===== src/rtl/alu_exec_if.sv =====
// alu_exec_if
//   Handshake and data bundle between an ALU-control producer and the
//   alu_exec execution unit.
//   Ports (signals):
//     in_valid      producer -> alu   command/operands valid
//     in_ready      alu -> producer   alu can take a command this cycle
//     ctrl_command  producer -> alu   4-bit operation code
//     operand_a/b   producer -> alu   WIDTH-bit operands
//     out_valid     alu -> producer   one-cycle pulse, result/flags updated
//     result        alu -> producer   WIDTH-bit result, held between pulses
//     zero          alu -> producer   result == 0
//     overflow      alu -> producer   arithmetic overflow flag
//     busy          alu -> producer   multiply in progress
//   Modports: master (producer side), slave (alu side).
interface alu_exec_if #(
   parameter int WIDTH = 32
);
   logic             in_valid;
   logic             in_ready;
   logic [3:0]       ctrl_command;
   logic [WIDTH-1:0] operand_a;
   logic [WIDTH-1:0] operand_b;
   logic             out_valid;
   logic [WIDTH-1:0] result;
   logic             zero;
   logic             overflow;
   logic             busy;

   modport master (
      output in_valid, ctrl_command, operand_a, operand_b,
      input  in_ready, out_valid, result, zero, overflow, busy
   );

   modport slave (
      input  in_valid, ctrl_command, operand_a, operand_b,
      output in_ready, out_valid, result, zero, overflow, busy
   );
endinterface


===== src/rtl/alu_exec.sv =====
// alu_exec
//   Execution ALU. ADD/SUB/AND/OR (and unknown codes, executed as ADD)
//   finish in one cycle; MUL is an iterative shift-add multiplier taking
//   WIDTH iterations, during which in_ready is low.
//   Ports:
//     clk   single clock, all state on posedge
//     rst   synchronous active-high reset
//     bus   alu_exec_if slave modport (handshake, operands, result, flags)
module alu_exec #(
   parameter int         WIDTH  = 32,
   parameter logic [3:0] OP_ADD = 4'd0,
   parameter logic [3:0] OP_SUB = 4'd1,
   parameter logic [3:0] OP_MUL = 4'd2,
   parameter logic [3:0] OP_AND = 4'd3,
   parameter logic [3:0] OP_OR  = 4'd4
) (
   input logic     clk,
   input logic     rst,
   alu_exec_if.slave bus
);
   localparam int              CW   = (WIDTH > 1) ? $clog2(WIDTH) : 1;
   localparam logic [CW-1:0]   LAST = CW'(WIDTH - 1);

   typedef enum logic {S_IDLE, S_MUL} state_t;

   state_t             state_reg, state_next;
   logic               in_ready_int;
   logic               busy_int;
   logic               accept;
   logic               mul_last;

   logic [2*WIDTH-1:0] acc_reg;
   logic [2*WIDTH-1:0] mcand_reg;
   logic [WIDTH-1:0]   mplier_reg;
   logic [CW-1:0]      cnt_reg;
   logic [2*WIDTH-1:0] acc_next;

   logic               out_valid_reg;
   logic [WIDTH-1:0]   result_reg;
   logic               zero_reg;
   logic               overflow_reg;

   logic [WIDTH-1:0]   alu_res;
   logic               alu_ov;

   assign accept   = bus.in_valid & in_ready_int;
   assign mul_last = (state_reg == S_MUL) && (cnt_reg == LAST);

   // ---------------- FSM: state register ----------------
   always_ff @(posedge clk) begin
      if (rst) state_reg <= S_IDLE;
      else     state_reg <= state_next;
   end

   // ---------------- FSM: next state ----------------
   always_comb begin
      state_next = state_reg;
      case (state_reg)
         S_IDLE:  if (accept && bus.ctrl_command == OP_MUL) state_next = S_MUL;
         S_MUL:   if (mul_last) state_next = S_IDLE;
         default: state_next = S_IDLE;
      endcase
   end

   // ---------------- FSM: outputs ----------------
   always_comb begin
      in_ready_int = 1'b0;
      busy_int     = 1'b0;
      case (state_reg)
         S_IDLE:  in_ready_int = 1'b1;
         S_MUL:   busy_int     = 1'b1;
         default: in_ready_int = 1'b1;
      endcase
   end

   // ---------------- single-cycle operations ----------------
   // Unknown codes fall through to ADD. MUL never reaches this path's
   // result registers because its accept is steered to the multiplier.
   always_comb begin
      alu_res = '0;
      alu_ov  = 1'b0;
      case (bus.ctrl_command)
         OP_SUB: begin
            alu_res = bus.operand_a - bus.operand_b;
            // Operands of differing sign whose result sign differs from a.
            alu_ov  = (bus.operand_a[WIDTH-1] != bus.operand_b[WIDTH-1]) &&
                      (alu_res[WIDTH-1] != bus.operand_a[WIDTH-1]);
         end
         OP_AND: alu_res = bus.operand_a & bus.operand_b;
         OP_OR:  alu_res = bus.operand_a | bus.operand_b;
         default: begin
            alu_res = bus.operand_a + bus.operand_b;
            // Operands of equal sign whose result sign differs.
            alu_ov  = (bus.operand_a[WIDTH-1] == bus.operand_b[WIDTH-1]) &&
                      (alu_res[WIDTH-1] != bus.operand_a[WIDTH-1]);
         end
      endcase
   end

   // One shift-add step: add the shifted multiplicand when the current
   // multiplier LSB is set.
   assign acc_next = acc_reg + (mplier_reg[0] ? mcand_reg : '0);

   // ---------------- datapath and result registers ----------------
   always_ff @(posedge clk) begin
      if (rst) begin
         acc_reg       <= '0;
         mcand_reg     <= '0;
         mplier_reg    <= '0;
         cnt_reg       <= '0;
         out_valid_reg <= 1'b0;
         result_reg    <= '0;
         zero_reg      <= 1'b1;
         overflow_reg  <= 1'b0;
      end else begin
         out_valid_reg <= 1'b0;
         if (accept) begin
            if (bus.ctrl_command == OP_MUL) begin
               mcand_reg  <= {{WIDTH{1'b0}}, bus.operand_a};
               mplier_reg <= bus.operand_b;
               acc_reg    <= '0;
               cnt_reg    <= '0;
            end else begin
               result_reg    <= alu_res;
               zero_reg      <= (alu_res == '0);
               overflow_reg  <= alu_ov;
               out_valid_reg <= 1'b1;
            end
         end else if (state_reg == S_MUL) begin
            acc_reg    <= acc_next;
            mcand_reg  <= mcand_reg << 1;
            mplier_reg <= mplier_reg >> 1;
            if (mul_last) begin
               // Final iteration: publish straight from the adder output so
               // the result lands on the same edge that frees in_ready.
               cnt_reg       <= '0;
               result_reg    <= acc_next[WIDTH-1:0];
               zero_reg      <= (acc_next[WIDTH-1:0] == '0);
               overflow_reg  <= |acc_next[2*WIDTH-1:WIDTH];
               out_valid_reg <= 1'b1;
            end else begin
               cnt_reg <= cnt_reg + 1'b1;
            end
         end
      end
   end

   assign bus.in_ready  = in_ready_int;
   assign bus.busy      = busy_int;
   assign bus.out_valid = out_valid_reg;
   assign bus.result    = result_reg;
   assign bus.zero      = zero_reg;
   assign bus.overflow  = overflow_reg;
endmodule


===== src/flat_wrapper.sv =====
// flat-port wrapper written by rule: the top's interface ports become plain ports
module alu_exec_flat 
#(
   parameter int         WIDTH  = 32,
   parameter logic [3:0] OP_ADD = 4'd0,
   parameter logic [3:0] OP_SUB = 4'd1,
   parameter logic [3:0] OP_MUL = 4'd2,
   parameter logic [3:0] OP_AND = 4'd3,
   parameter logic [3:0] OP_OR  = 4'd4
)
  (clk, rst, bus_in_valid, bus_ctrl_command, bus_operand_a, bus_operand_b, bus_in_ready, bus_out_valid, bus_result, bus_zero, bus_overflow, bus_busy);
  alu_exec_if #(.WIDTH(WIDTH)) bus_i ();
  input logic clk;
  input logic rst;
  input wire logic [$bits(bus_i.in_valid)-1:0] bus_in_valid;
  input wire logic [$bits(bus_i.ctrl_command)-1:0] bus_ctrl_command;
  input wire logic [$bits(bus_i.operand_a)-1:0] bus_operand_a;
  input wire logic [$bits(bus_i.operand_b)-1:0] bus_operand_b;
  output wire logic [$bits(bus_i.in_ready)-1:0] bus_in_ready;
  output wire logic [$bits(bus_i.out_valid)-1:0] bus_out_valid;
  output wire logic [$bits(bus_i.result)-1:0] bus_result;
  output wire logic [$bits(bus_i.zero)-1:0] bus_zero;
  output wire logic [$bits(bus_i.overflow)-1:0] bus_overflow;
  output wire logic [$bits(bus_i.busy)-1:0] bus_busy;
  assign bus_i.in_valid = bus_in_valid;
  assign bus_i.ctrl_command = bus_ctrl_command;
  assign bus_i.operand_a = bus_operand_a;
  assign bus_i.operand_b = bus_operand_b;
  assign bus_in_ready = bus_i.in_ready;
  assign bus_out_valid = bus_i.out_valid;
  assign bus_result = bus_i.result;
  assign bus_zero = bus_i.zero;
  assign bus_overflow = bus_i.overflow;
  assign bus_busy = bus_i.busy;
  alu_exec #(.WIDTH(WIDTH), .OP_ADD(OP_ADD), .OP_SUB(OP_SUB), .OP_MUL(OP_MUL), .OP_AND(OP_AND), .OP_OR(OP_OR)) u_core (.clk(clk), .rst(rst), .bus(bus_i));
endmodule

===== config.mk =====
export PLATFORM = sky130hd
export DESIGN_NAME = alu_exec_flat
export DESIGN_NICKNAME = d
export VERILOG_FILES = /design/src/rtl/alu_exec_if.sv /design/src/rtl/alu_exec.sv /design/src/flat_wrapper.sv
export SDC_FILE = /design/constraint.sdc
export NUM_CORES = 1
export LEC_CHECK = 0
export ABC_AREA = 1
export BUFFER_PORTS_ARGS = -buffer_cell sky130_fd_sc_hd__buf_2
export CAP_MARGIN = 20
export CORE_ASPECT_RATIO = 0.6
export CORE_MARGIN = 1
export CORE_UTILIZATION = 35
export DETAILED_ROUTE_END_ITERATION = 8
export MAX_ROUTING_LAYER = met4
export REMOVE_ABC_BUFFERS = 1
export SYNTH_ARGS = -nofsm -noshare
export SYNTH_HDL_FRONTEND = slang
export SYNTH_SLANG_ARGS = --single-unit

===== constraint.sdc =====
create_clock -name clk -period 6.9 [get_ports clk]
set_clock_uncertainty 0.2 [all_clocks]
set_input_delay 0.69 -clock clk [delete_from_list [all_inputs] [get_ports clk]]
set_output_delay 0.69 -clock clk [all_outputs]
set_load 0.01 [all_outputs]

* After elaboration in Yosys (flattened, before gate mapping)
Index checks and enable logic that the tools add are counted.
** Word-level totals
- Register bits after elaboration :: 201
- Bits in latches :: 0
- Bits in writable memories :: 0
- Memory bits (read-only) :: 0
- Input bits :: 71
- Output and inout port bits :: 37
- Word-level logic and storage cells :: 77
- Memories kept :: 0
** Cells by class
- Add/subtract/negate cells :: 4
- Multipliers :: 0
- Divide/modulo/power cells :: 0
- $lt $le $gt $ge :: 0
- Equality and inequality tests :: 11
- Shift-type cells :: 0
- Mux-type cells :: 37
- Bitwise operators :: 4
- Reduce and logical (&&, ||, !) cells :: 12
** Operators with widths (number)
- two-way mux 64 bit :: 7
- two-way mux 32 bit :: 7
- case mux 32 bit (3 select lines) :: 1
- adder 64 bit :: 1
- zero test 32 bit :: 2
- adder 32 bit :: 1
- AND 32 bit :: 1
- OR 32 bit :: 1
- OR reduction 32 bit :: 1
- subtractor 32 bit :: 1
- two-way mux 5 bit :: 4
- two-way mux 1 bit :: 16
- equality test 4 x 2 -> 1 bit, second input constant :: 2
- adder 5 x 1 -> 5 bit, second input constant :: 1
- equality test 5 bit, second input constant :: 1
- equality test 4 x 1 -> 1 bit, second input constant :: 1
- equality test 4 x 3 -> 1 bit, second input constant :: 1
- logical AND 1 bit :: 4
- != test 2 bit, second input constant :: 2
- case mux 1 bit (2 select lines) :: 2
- nonzero test 2 bit :: 2
- != test 1 bit :: 3
- AND reduction 3 bit :: 1
- AND reduction 2 bit :: 1
- other kinds (4) :: 4

* Depth between registers and ports, before layout
Gate-level depths: netlist (run 1).
- Word-level depth :: 6
- Depth in mapped cells :: 29
- Mapped depth without buffers :: 27

* Least setup slack after synthesis (run 1)
Ideal clock, no wire load.
- Path type :: flip-flop to flip-flop
- Start :: register u_core.mplier_reg[0]
- End :: register u_core.overflow_reg, in the netlist u_core.bus.overflow
- Library setup time :: 0.109 ns
- Arrival :: 2.986 ns
- Data required time :: 6.591 ns
- Slack :: 3.605 ns
- Stages on the path, launching flop included :: 30
- Path buffers :: 2
- Clock period less this slack :: 3.295 ns
- Cells stage by stage :: dfxtp_1 > clkbuf_1 > buf_1 > nand2_1 > inv_1 > ha_1 > inv_1 > fa_1 > inv_1 > nand3_1 > nand2_2 > nand2_1 > nand2_2 > nand2_1 > nand2_2 > nand2_1 > nand2_2 > nand2_1 > nand2_1 > nand2_1 > nand2_1 > nand2_1 > nor2_1 > nand2_1 > nor2_1 > nand2_1 > nand2_1 > nand3_1 > nand2_1 > inv_1
** Between the ends
- Word-level cells in the longest chain between the ends :: 6
** Ends and longest elaborated chain
- start, declared :: line alu_exec.sv:34 : logic [WIDTH-1:0] mplier_reg;
- start signal, assigned :: line alu_exec.sv:120 : mplier_reg <= bus.operand_b;
- start signal, assigned :: line alu_exec.sv:132 : mplier_reg <= mplier_reg >> 1;
- two-way mux 64 bit :: line alu_exec.sv:102 : assign acc_next = acc_reg + (mplier_reg[0] ? mcand_reg : '0);
- adder 64 bit :: line alu_exec.sv:102
- OR reduction 32 bit :: line alu_exec.sv:139 : overflow_reg <= |acc_next[2*WIDTH-1:WIDTH];
- two-way mux 1 bit :: line alu_exec.sv:133 : if (mul_last) begin
- two-way mux 1 bit :: line alu_exec.sv:129 : end else if (state_reg == S_MUL) begin
- two-way mux 1 bit :: line alu_exec.sv:117 : if (accept) begin
- end signal, assigned :: line alu_exec.sv:126 : overflow_reg <= alu_ov;
- end signal, assigned :: line alu_exec.sv:139
- end, declared :: line alu_exec.sv:41 : logic overflow_reg;
No other way between the ends. The select of a mux whose other input is x is not followed.
A chain may end at the register's enable or synchronous reset.

* Worst setup path in the final report (run 1)
Same ends and word-level chain as after synthesis.

==> out/results.txt, run 1 <==
status: complete, no violations
final wirelength: 87000 um
die area: 0.0601 mm^2
# clock sinks: 201
total power: 3.38 mW
vias per cell: 5.22
largest net degree at the start of global routing: 97
# port buffers: 107
router iterations before antenna repair: 5
Max Freq: 0.218 GHz
Least-Margin Pin Slew: 1130 ps
nets: 3998
clk buf depth: 3
PostCTS Resize Cnt: 0
post-synth top area cell: nand2_1
CTS tree: built
post-synthesis cell area: 0.0207 mm^2
setup bufs post-CTS: 0
share of layout cells above drive strength 1: 7.12%
final setup fails: 0
WL per Instance: 19.1 um
leak pwr: 12.2 nW
number of CTS-inserted buffers: 24
Starting Density: 35.7%
final core utilization: 39.1%
post-DP HPWL: 70400 um
Final Hold Viols: 0
top-area cell type share of the netlist area: 25.8%
period utilization: 66.5%
Startpoint Class: register
Arr. time, crit path: 4860 ps
Final Critical Period: 4590 ps
count leader, synth: nand2_1
Worst-Skew Late Latency: 570 ps
die height: 190 um
via total after detailed routing: 23766
Setup CP Type: register to register
Cell Area, Placed: 0.0218 mm^2
worst vdd ir: 142 uV
fin area: 0.0226 mm^2
Synth-to-Final Area Change: 9.53%
Worst setup EP type: register
Clk Tree Root Cell: clkbuf_16
FF+latch count, synth: 201
Mean Syn Cell Area: 5.54 um^2
sequential area share after synthesis: 19.5%
PwrDens: 149 mW/mm^2
Filler Cell Count: 6621
top cells by count, synth: 1420 x nand2_1, 628 x inv_1, 241 x a21oi_1
initial antenna violation count: 0
routability cong.: 1.08
Main synth FF type: dfxtp_1
gr usage total: 29.3%
Rows: 68
Post-Synthesis Cells: 3733
Critical Path RT: 7170 ps
Max Transition Viols Final: 0
EDFF count, synth: 0
Rel. slew slack: 24.6%
FFs w/ async S/R, synth: 0%
clock transition at the registers of the reported paths: 60 ps
die extent in x: 316 um
H-tree levels: 1
Synth Warn #: 0
number of diodes: 0
RSZ-0062 raised after global routing: no
Netlist cell types: 44
total gr overflow: 0
first-pass GRT wire length: 130000 um
Core ar.: 0.0579 mm^2
DR iter-0 viols: 3066
number of max-cap violations: 0
drt drc: 0
Area contributors post-synth: nand2_1 26%, dfxtp_1 19%, inv_1 11%, ha_1 9.7%, a21oi_1 5.8%
post-route ant nets: 0
worst min path class: input port to register
hold buffers post-CTS: 0
I/O pin count: 108
vias in the first global route: 20381
maximum fanout along the worst path: 31
==> final cells by class <==
type / count / area, um^2 / area share [%]
clock buffer: 30 / 684 / 3.02
tap: 770 / 963 / 4.26
inverter: 651 / 2450 / 10.8
multi-input combinational: 2762 / 13700 / 60.5
timing repair buffer: 124 / 666 / 2.94
clock inverter: 12 / 151 / 0.669
sequential: 201 / 4030 / 17.8
==> per-layer routing <==
| metal | GRT usage [%] | routed length [um] | part of all wire [%] |
|---|---|---|---|
| met5 | - | 0 | 0 |
| met4 | 2.90 | 856 | 0.98 |
| met3 | 8.88 | 11700 | 13 |
| met1 | 49.3 | 47000 | 54 |
| met2 | 31.8 | 27500 | 32 |
==> cell usage in the layout (no fill, tap or decap), types with 19 or more instances in the layout <==
master and instances:
o21ai_0 127, nor3_1 29, xor2_1 21, a31oi_1 68, nor2_2 23, clkbuf_16 25, nand2_1 1418, a21oi_1 241
nand2_2 22, o21bai_1 24, inv_2 19, ha_1 160, nand4_1 47, buf_2 106, o22ai_1 20, nor2_1 238
inv_1 625, dfxtp_1 199, nand3_1 210
==> power breakdown <==
group | internal (mW) | total [mW] | switching (mW) | leakage, nW
registers | 1.19 | 1.22 | 0.0245 | 1.63
logic | 0.217 | 0.781 | 0.564 | 10.2
clock network | 0.814 | 1.39 | 0.571 | 0.409
total | 2.22 | 3.38 | 1.16 | 12.2
==> critical path: stages, from the launching register on <==
cell     delay (ps)
dfxtp_2         760
nand2_1         120
inv_1            80
ha_1            240
nand2_1         280
nor2_1          540
nand2_1         380
nor2_1          470
nand3_1         210
nand3_1         120
nand2_1          70
nand2_1          80
nand2_1          50
nor2_1           90
nand2_1          70
nor2_1          290
nand2_1         120
nand2_1          80
nand3_1          80
nand2_1         110
inv_1            40
==> cells by family (layout without fill, tap and decap cells) <==
logic type,after synthesis,after routing,synth area share [%]
DFF,201,201,19.5
xor gates and xnor gates,35,35,1.48
and+or+nand+nor,2050,2050,41.0
adders and majority gates,163,163,9.98
AOI/OAI and AO/OA,514,514,13.7
buffers and inverters,770,817,14.3
==> path summary, 6_finish.rpt <==
path / slack [ps] / from / depth (start not counted) / endpoint
max: 2310 / u_core.mplier_reg[0]$_SDFFE_PP0P_ / 20 / u_core.bus.overflow$_SDFFE_PP0P_
min reg2reg: 260 / u_core.bus.result[26]$_SDFFE_PP0P_ / 2 / u_core.bus.result[26]$_SDFFE_PP0P_
max reg2reg: 2310 / u_core.mplier_reg[0]$_SDFFE_PP0P_ / 20 / u_core.bus.overflow$_SDFFE_PP0P_
min: 200 / bus_operand_a[0] / 3 / u_core.mcand_reg[0]$_SDFFE_PP0P_
==> per-stage QoR <==
stage                     worst slack [ps]  cells  setup TNS (ps)  hold WS, ps
final                                 2310   4550               0          204
after global routing                  2050   4550               0          213
after CTS                             2550   4550               0          175
after detailed placement              2570   4508               0          255
after global placement                2590   4508               0          254
after floorplan                      -3350   3614         -484290          235
(Power assumes the default switching activity.)
==> run 2: changes to the inputs <==
Clock period 6.9 ns to 4.8 ns, I/O delays scaled along.
==> out/results.txt, run 2 (synthesized netlist as in run 1, its figures left out) <==
period utilization: 89.1%
# port buffers: 107
Filler Cell Count: 6581
depth of the worst hold-timing path: 3
total power: 4.81 mW
maximum fanout along the worst path: 6
I/O pin count: 108
vias in the first global route: 20450
Crit path max-delay family: simple AND/OR/NAND/NOR gates
post-DP HPWL: 70800 um
Synth-to-Final Area Change: 10.4%
Hold EP: u_core.mplier_reg[6]$_SDFFE_PP0P_
Max Transition Viols Final: 0
routability cong.: 1.08
first-pass GRT wire length: 130000 um
Startpoint Class: input port
FF-to-FF path depth: 26
pre-CTS setup slack: 806 ps
H-tree levels: 1
Least-Margin Pin Slew: 1070 ps
clk buf depth: 3
Critical Path Slowest Stage Cell: nor3_1
die extent in x: 316 um
Hold Crit Start: bus_operand_b[6]
Buf/Inv on CP: 3
Clk Tree Root Cell: clkbuf_16
final wirelength: 86600 um
DR iter-0 viols: 3048
Worst setup EP type: register
Rows: 68
die height: 190 um
vias per cell: 5.13
leak pwr: 12.3 nW
Comb pwr share: 23.5%
Arr. time, crit path: 4600 ps
gr usage total: 29.3%
worst reg2reg setup slack: 820 ps
total gr overflow: 0
largest net degree at the start of global routing: 96
PwrDens: 211 mW/mm^2
Setup CP Type: input port to register
Crit path top cell by count: nand2_1
slowest stage delay, CP: 950 ps
sw frac: 34.9%
crit path from: bus_operand_b[23]
drt drc: 0
final setup fails: 0
Worst-Skew Late Latency: 580 ps
status: complete, no violations
power share of the sequential group: 36.3%
Internal: 3.13 mW
hold buffers post-CTS: 17
number of max-cap violations: 0
die area: 0.0601 mm^2
setup bufs post-CTS: 0
Final Critical Period: 4280 ps
P_sw: 1.68 mW
number of CTS-inserted buffers: 24
via total after detailed routing: 23462
post-route ant nets: 0
number of diodes: 0
RSZ-0062 raised after global routing: no
commonest non-fill, non-tap cell in the layout: nand2_1
WL per Instance: 18.9 um
clock transition at the registers of the reported paths: 70 ps
worst-path cell chain: dlygate4sd3_1 > buf_2 > inv_1 > ha_1 > nand4_1 > nor3_1 > and2_1 > nand2_1 > nand3_1 > nand2_1 > nand2_1 > nand3_1 > nor2_1 > nand2_1 > nor2_1 > nand3_1 > nand2_1 > nand2_1 > nand2_1
# clock sinks: 201
nets: 4020
Max Freq: 0.234 GHz
Critical R2R Capture: u_core.bus.overflow$_SDFFE_PP0P_
Clk pwr share: 40.1%
Starting Density: 35.7%
initial antenna violation count: 0
Crit Reg-Reg Startpoint: u_core.mplier_reg[0]$_SDFFE_PP0P_
worst min path class: input port to register
share of layout cells above drive strength 1: 7.18%
Critical Path RT: 5120 ps
PostCTS Resize Cnt: 0
most frequent cells in the layout: 1418 x nand2_1, 625 x inv_1, 241 x a21oi_1
router iterations before antenna repair: 6
Final Hold Viols: 0
final setup margin: 522 ps
Rel. slew slack: 28.0%
worst vdd ir: 202 uV
Setup TNS: 0 ps
CTS tree: built
Core ar.: 0.0579 mm^2
## run 2: changes by cell type in the layout (fill, tap and decap cells not counted), sizes merged
cell         change
dlygate4sd3     +17
bufinv           -1
clkinv           -1
inv              +1
clkinvlp         +3
buf              +5
## run 2: worst register-to-register path, stage by stage, from the launching register on
cell	delay, ps
dfxtp_2	390
buf_4	380
nand2_1	90
inv_1	70
ha_1	210
inv_1	70
fa_1	440
inv_1	120
nand3_1	100
nand2_2	130
nand2_1	70
nand2_2	120
nand2_1	80
nand2_2	110
nand3_1	120
nand3_1	110
nand2_1	70
nand2_1	60
nand2_1	50
nor2_1	120
nand2_1	90
nor2_1	310
nand2_1	110
nand2_1	70
nand3_1	80
nand2_1	70
inv_1	30
## run 2: area by class of cell
cell class	instances	area, um^2	area share (%)
clock buffer	30	664	2.91
clock inverter	14	144	0.631
inverter	651	2450	10.7
multi-input combinational	2762	13700	60.0
sequential	201	4030	17.7
tap	770	963	4.22
timing repair buffer	146	873	3.83
## run 2: power by group through the flow
stage	sequential, mW	combinational (mW)	clock [mW]
CTS	1.74	1.09	1.98
global placement	1.78	1.08	0
floorplan	1.79	0.648	0
global route	1.75	1.24	2.06
detailed placement	1.78	1.08	0
finish	1.75	1.13	1.93
## run 2: metrics by stage
stage / hold WS, ps / cell area (um^2) / cells / utilization (%)
final: 21.8 / 22800 / 4574 / 39.4
after global routing: 18.8 / 22800 / 4574 / 39.4
after CTS: 1.37 / 22800 / 4574 / 39.4
after detailed placement: 254 / 21800 / 4513 / 37.7
after global placement: 254 / 21800 / 4513 / 37.7
after floorplan: 235 / 20100 / 3614 / -
## run 2: worst max-delay path by stage
stage | cells past startpoint | endpoint
after global routing | 19 | u_core.bus.zero$_SDFFE_PP1P_
after floorplan | 8 | u_core.cnt_reg[1]$_SDFFE_PP0P_
after global placement | 18 | u_core.bus.zero$_SDFFE_PP1P_
after CTS | 19 | u_core.bus.zero$_SDFFE_PP1P_
final | 19 | u_core.bus.zero$_SDFFE_PP1P_
after detailed placement | 18 | u_core.bus.zero$_SDFFE_PP1P_
## run 2: per-layer routing
metal	wire length [um]	global-route usage (%)
met5	0	-
met4	1060	3.62
met3	11400	8.33
met2	26900	31.4
met1	47200	49.6
==> run 3: changes to the inputs <==
Settings changed: ABC_AREA 1 to not set.
==> out/results.txt, run 3 <==
sw frac: 32.2%
Core ar.: 0.0500 mm^2
final setup margin: 141 ps
Area contributors post-synth: dfxtp_1 22%, ha_1 11%, nand2_1 7.6%, a21oi_1 7.3%, nor2_1 5.6%
Main synth FF type: dfxtp_1
Buf/Inv on CP: 3
post-synth top area cell: dfxtp_1
Post-Synthesis Cells: 2546
Max Freq: 0.215 GHz
Setup TNS: 0 ps
gr usage total: 27.4%
post-DP HPWL: 53800 um
Crit path max-delay family: compound AO/OA/AOI/OAI gates
Mean Syn Cell Area: 7.05 um^2
Rel. slew slack: 36.0%
commonest non-fill, non-tap cell in the layout: nand2_1
die area: 0.0522 mm^2
H-tree levels: 1
Crit path top cell by count: nor2b_1
worst-path cell chain: dlygate4sd3_1 > buf_2 > inv_1 > ha_1 > nor2b_1 > o21a_1 > o31a_1 > o311ai_0 > nand3_1 > a221o_1 > a221oi_1 > nor2b_1 > nor4bb_1 > nand4_1 > o21ai_1
final core utilization: 40.7%
DR iter-0 viols: 2116
Arr. time, crit path: 4950 ps
nets: 2826
die extent in x: 294 um
Clk Tree Root Cell: clkbuf_16
final setup fails: 0
Final Hold Viols: 0
PwrDens: 235 mW/mm^2
Max Transition Viols Final: 0
sequential area share after synthesis: 22.4%
number of CTS-inserted buffers: 24
Filler Cell Count: 5263
FF/Latch Area: 0.00403 mm^2
Internal: 3.23 mW
share of layout cells above drive strength 1: 10.2%
Rows: 63
final wirelength: 70700 um
Worst-Skew Late Latency: 550 ps
Inst Count DP: 3235
EDFF count, synth: 0
top-area cell type share of the netlist area: 22.4%
Comb pwr share: 22.2%
post-route insts no fill: 3288
Clk pwr share: 41.0%
router iterations before antenna repair: 6
vias per cell: 6.02
slowest stage delay, CP: 690 ps
Starting Density: 35.9%
Netlist cell types: 86
count leader, synth: nand2_1
status: complete, no violations
Final Critical Period: 4660 ps
die height: 177 um
WL per Instance: 21.5 um
# clock sinks: 201
Synth Warn #: 0
power share of the sequential group: 36.8%
clk buf depth: 3
total gr overflow: 0
P_sw: 1.54 mW
period utilization: 97.1%
post-route ant nets: 0
FF+latch count, synth: 201
vias in the first global route: 17927
first-pass GRT wire length: 109000 um
worst min path class: input port to register
Worst setup EP type: register
Synth-to-Final Area Change: 13.3%
multi-input logic area: 0.0129 mm^2
Critical Path RT: 5090 ps
FFs w/ async S/R, synth: 0%
drt drc: 0
clock transition at the registers of the reported paths: 60 ps
Startpoint Class: input port
worst vdd ir: 221 uV
largest net degree at the start of global routing: 143
I/O pin count: 108
Setup CP Type: input port to register
most frequent cells in the layout: 359 x nand2_1, 267 x nor2_1, 259 x a21oi_1
initial antenna violation count: 0
leak pwr: 8.39 nW
post-synthesis cell area: 0.0179 mm^2
Least-Margin Pin Slew: 959 ps
# port buffers: 107
number of max-cap violations: 0
via total after detailed routing: 19803
Critical Path Slowest Stage Cell: o311ai_0
CTS tree: built
maximum fanout along the worst path: 9
pre-CTS setup slack: -353 ps
top cells by count, synth: 362 x nand2_1, 267 x nor2_1, 261 x a21oi_1
routability cong.: 1.01
RSZ-0062 raised after global routing: no
number of diodes: 0
## run 3: cell types whose count changed after synthesis, moves of 28 or more
cell,delta
and2_1,+71
nand2_1,-1058
o21ai_0,-36
nor2_1,+28
inv_1,-516
nand3_1,-97
a21o_1,+42
a311oi_1,+75
clkbuf_1,+67
a31oi_1,-46
## run 3: logic make-up after synthesis
| logic type | count (synthesis) | share of synthesized area [%] |
|---|---|---|
| muxes | 8 | 0.446 |
| xor gates and xnor gates | 61 | 2.98 |
| AOI/OAI and AO/OA | 786 | 29.4 |
| and+or+nand+nor | 1041 | 27.2 |
| adders and majority gates | 163 | 11.5 |
| buffers and inverters | 286 | 6.12 |
| DFF | 201 | 22.4 |
## run 3: cell type report
type / instances / area share, %
multi-input cells: 2059 / 63.6
flip-flops and latches: 201 / 19.8
repair buffers: 193 / 6.30
well taps: 682 / 4.20
clock buffers: 34 / 3.59
inverters: 113 / 2.09
clock inverters: 6 / 0.412
## run 3: final timing paths
kind / end / startpoint / slack, ps / cells after the start
worst max register to register: u_core.bus.overflow$_SDFFE_PP0P_ / u_core.mplier_reg[0]$_SDFFE_PP0P_ / 210 / 17
worst min register to register: u_core.bus.result[4]$_SDFFE_PP0P_ / u_core.bus.result[4]$_SDFFE_PP0P_ / 250 / 2
worst min-delay path: u_core.mcand_reg[0]$_SDFFE_PP0P_ / bus_operand_a[0] / 20 / 3
worst max-delay path: u_core.bus.zero$_SDFFE_PP1P_ / bus_operand_b[6] / 140 / 15
## run 3: per-layer routing
layer  GRT usage (%)  part of all wire, %
met3            4.78                   10
met2            34.4                   36
met1            43.8                   52
met5               -                    0
met4            4.43                  1.5
## run 3: power groups by stage
stage	Combinational (mW)	Sequential (mW)	Clock (mW)
floorplan	0.617	1.79	0
global placement	1.02	1.79	0
detailed placement	1.03	1.79	0
CTS	1.04	1.75	2.00
global route	1.16	1.76	2.05
finish	1.06	1.76	1.96
## run 3: timing repair
item                                    in CTS  in global routing
hold buffers                                12                  0
hold endpoints to repair                    12                  0
resized for setup                            1                 15
setup buffers                                0                  1
endpoints found under the setup margin       1                  2
pin swaps                                    0                  1
## run 3: per-stage QoR
step                      power (mW)  hold slack (ps)  instance area (um^2)
final                           4.77             18.2                 20300
after global routing            4.97             19.4                 20300
after detailed placement        2.82              246                 19300
after global placement          2.81              238                 19300
after floorplan                 2.41              234                 17300
after CTS                       4.79             1.09                 20300
## run 3: worst min-delay path, delay by kind of cell
kind / cells / cell delay, ps
AO/OA/AOI/OAI: 1 / 60
buffers and inverters: 1 / 120
AND/OR/NAND/NOR: 1 / 70
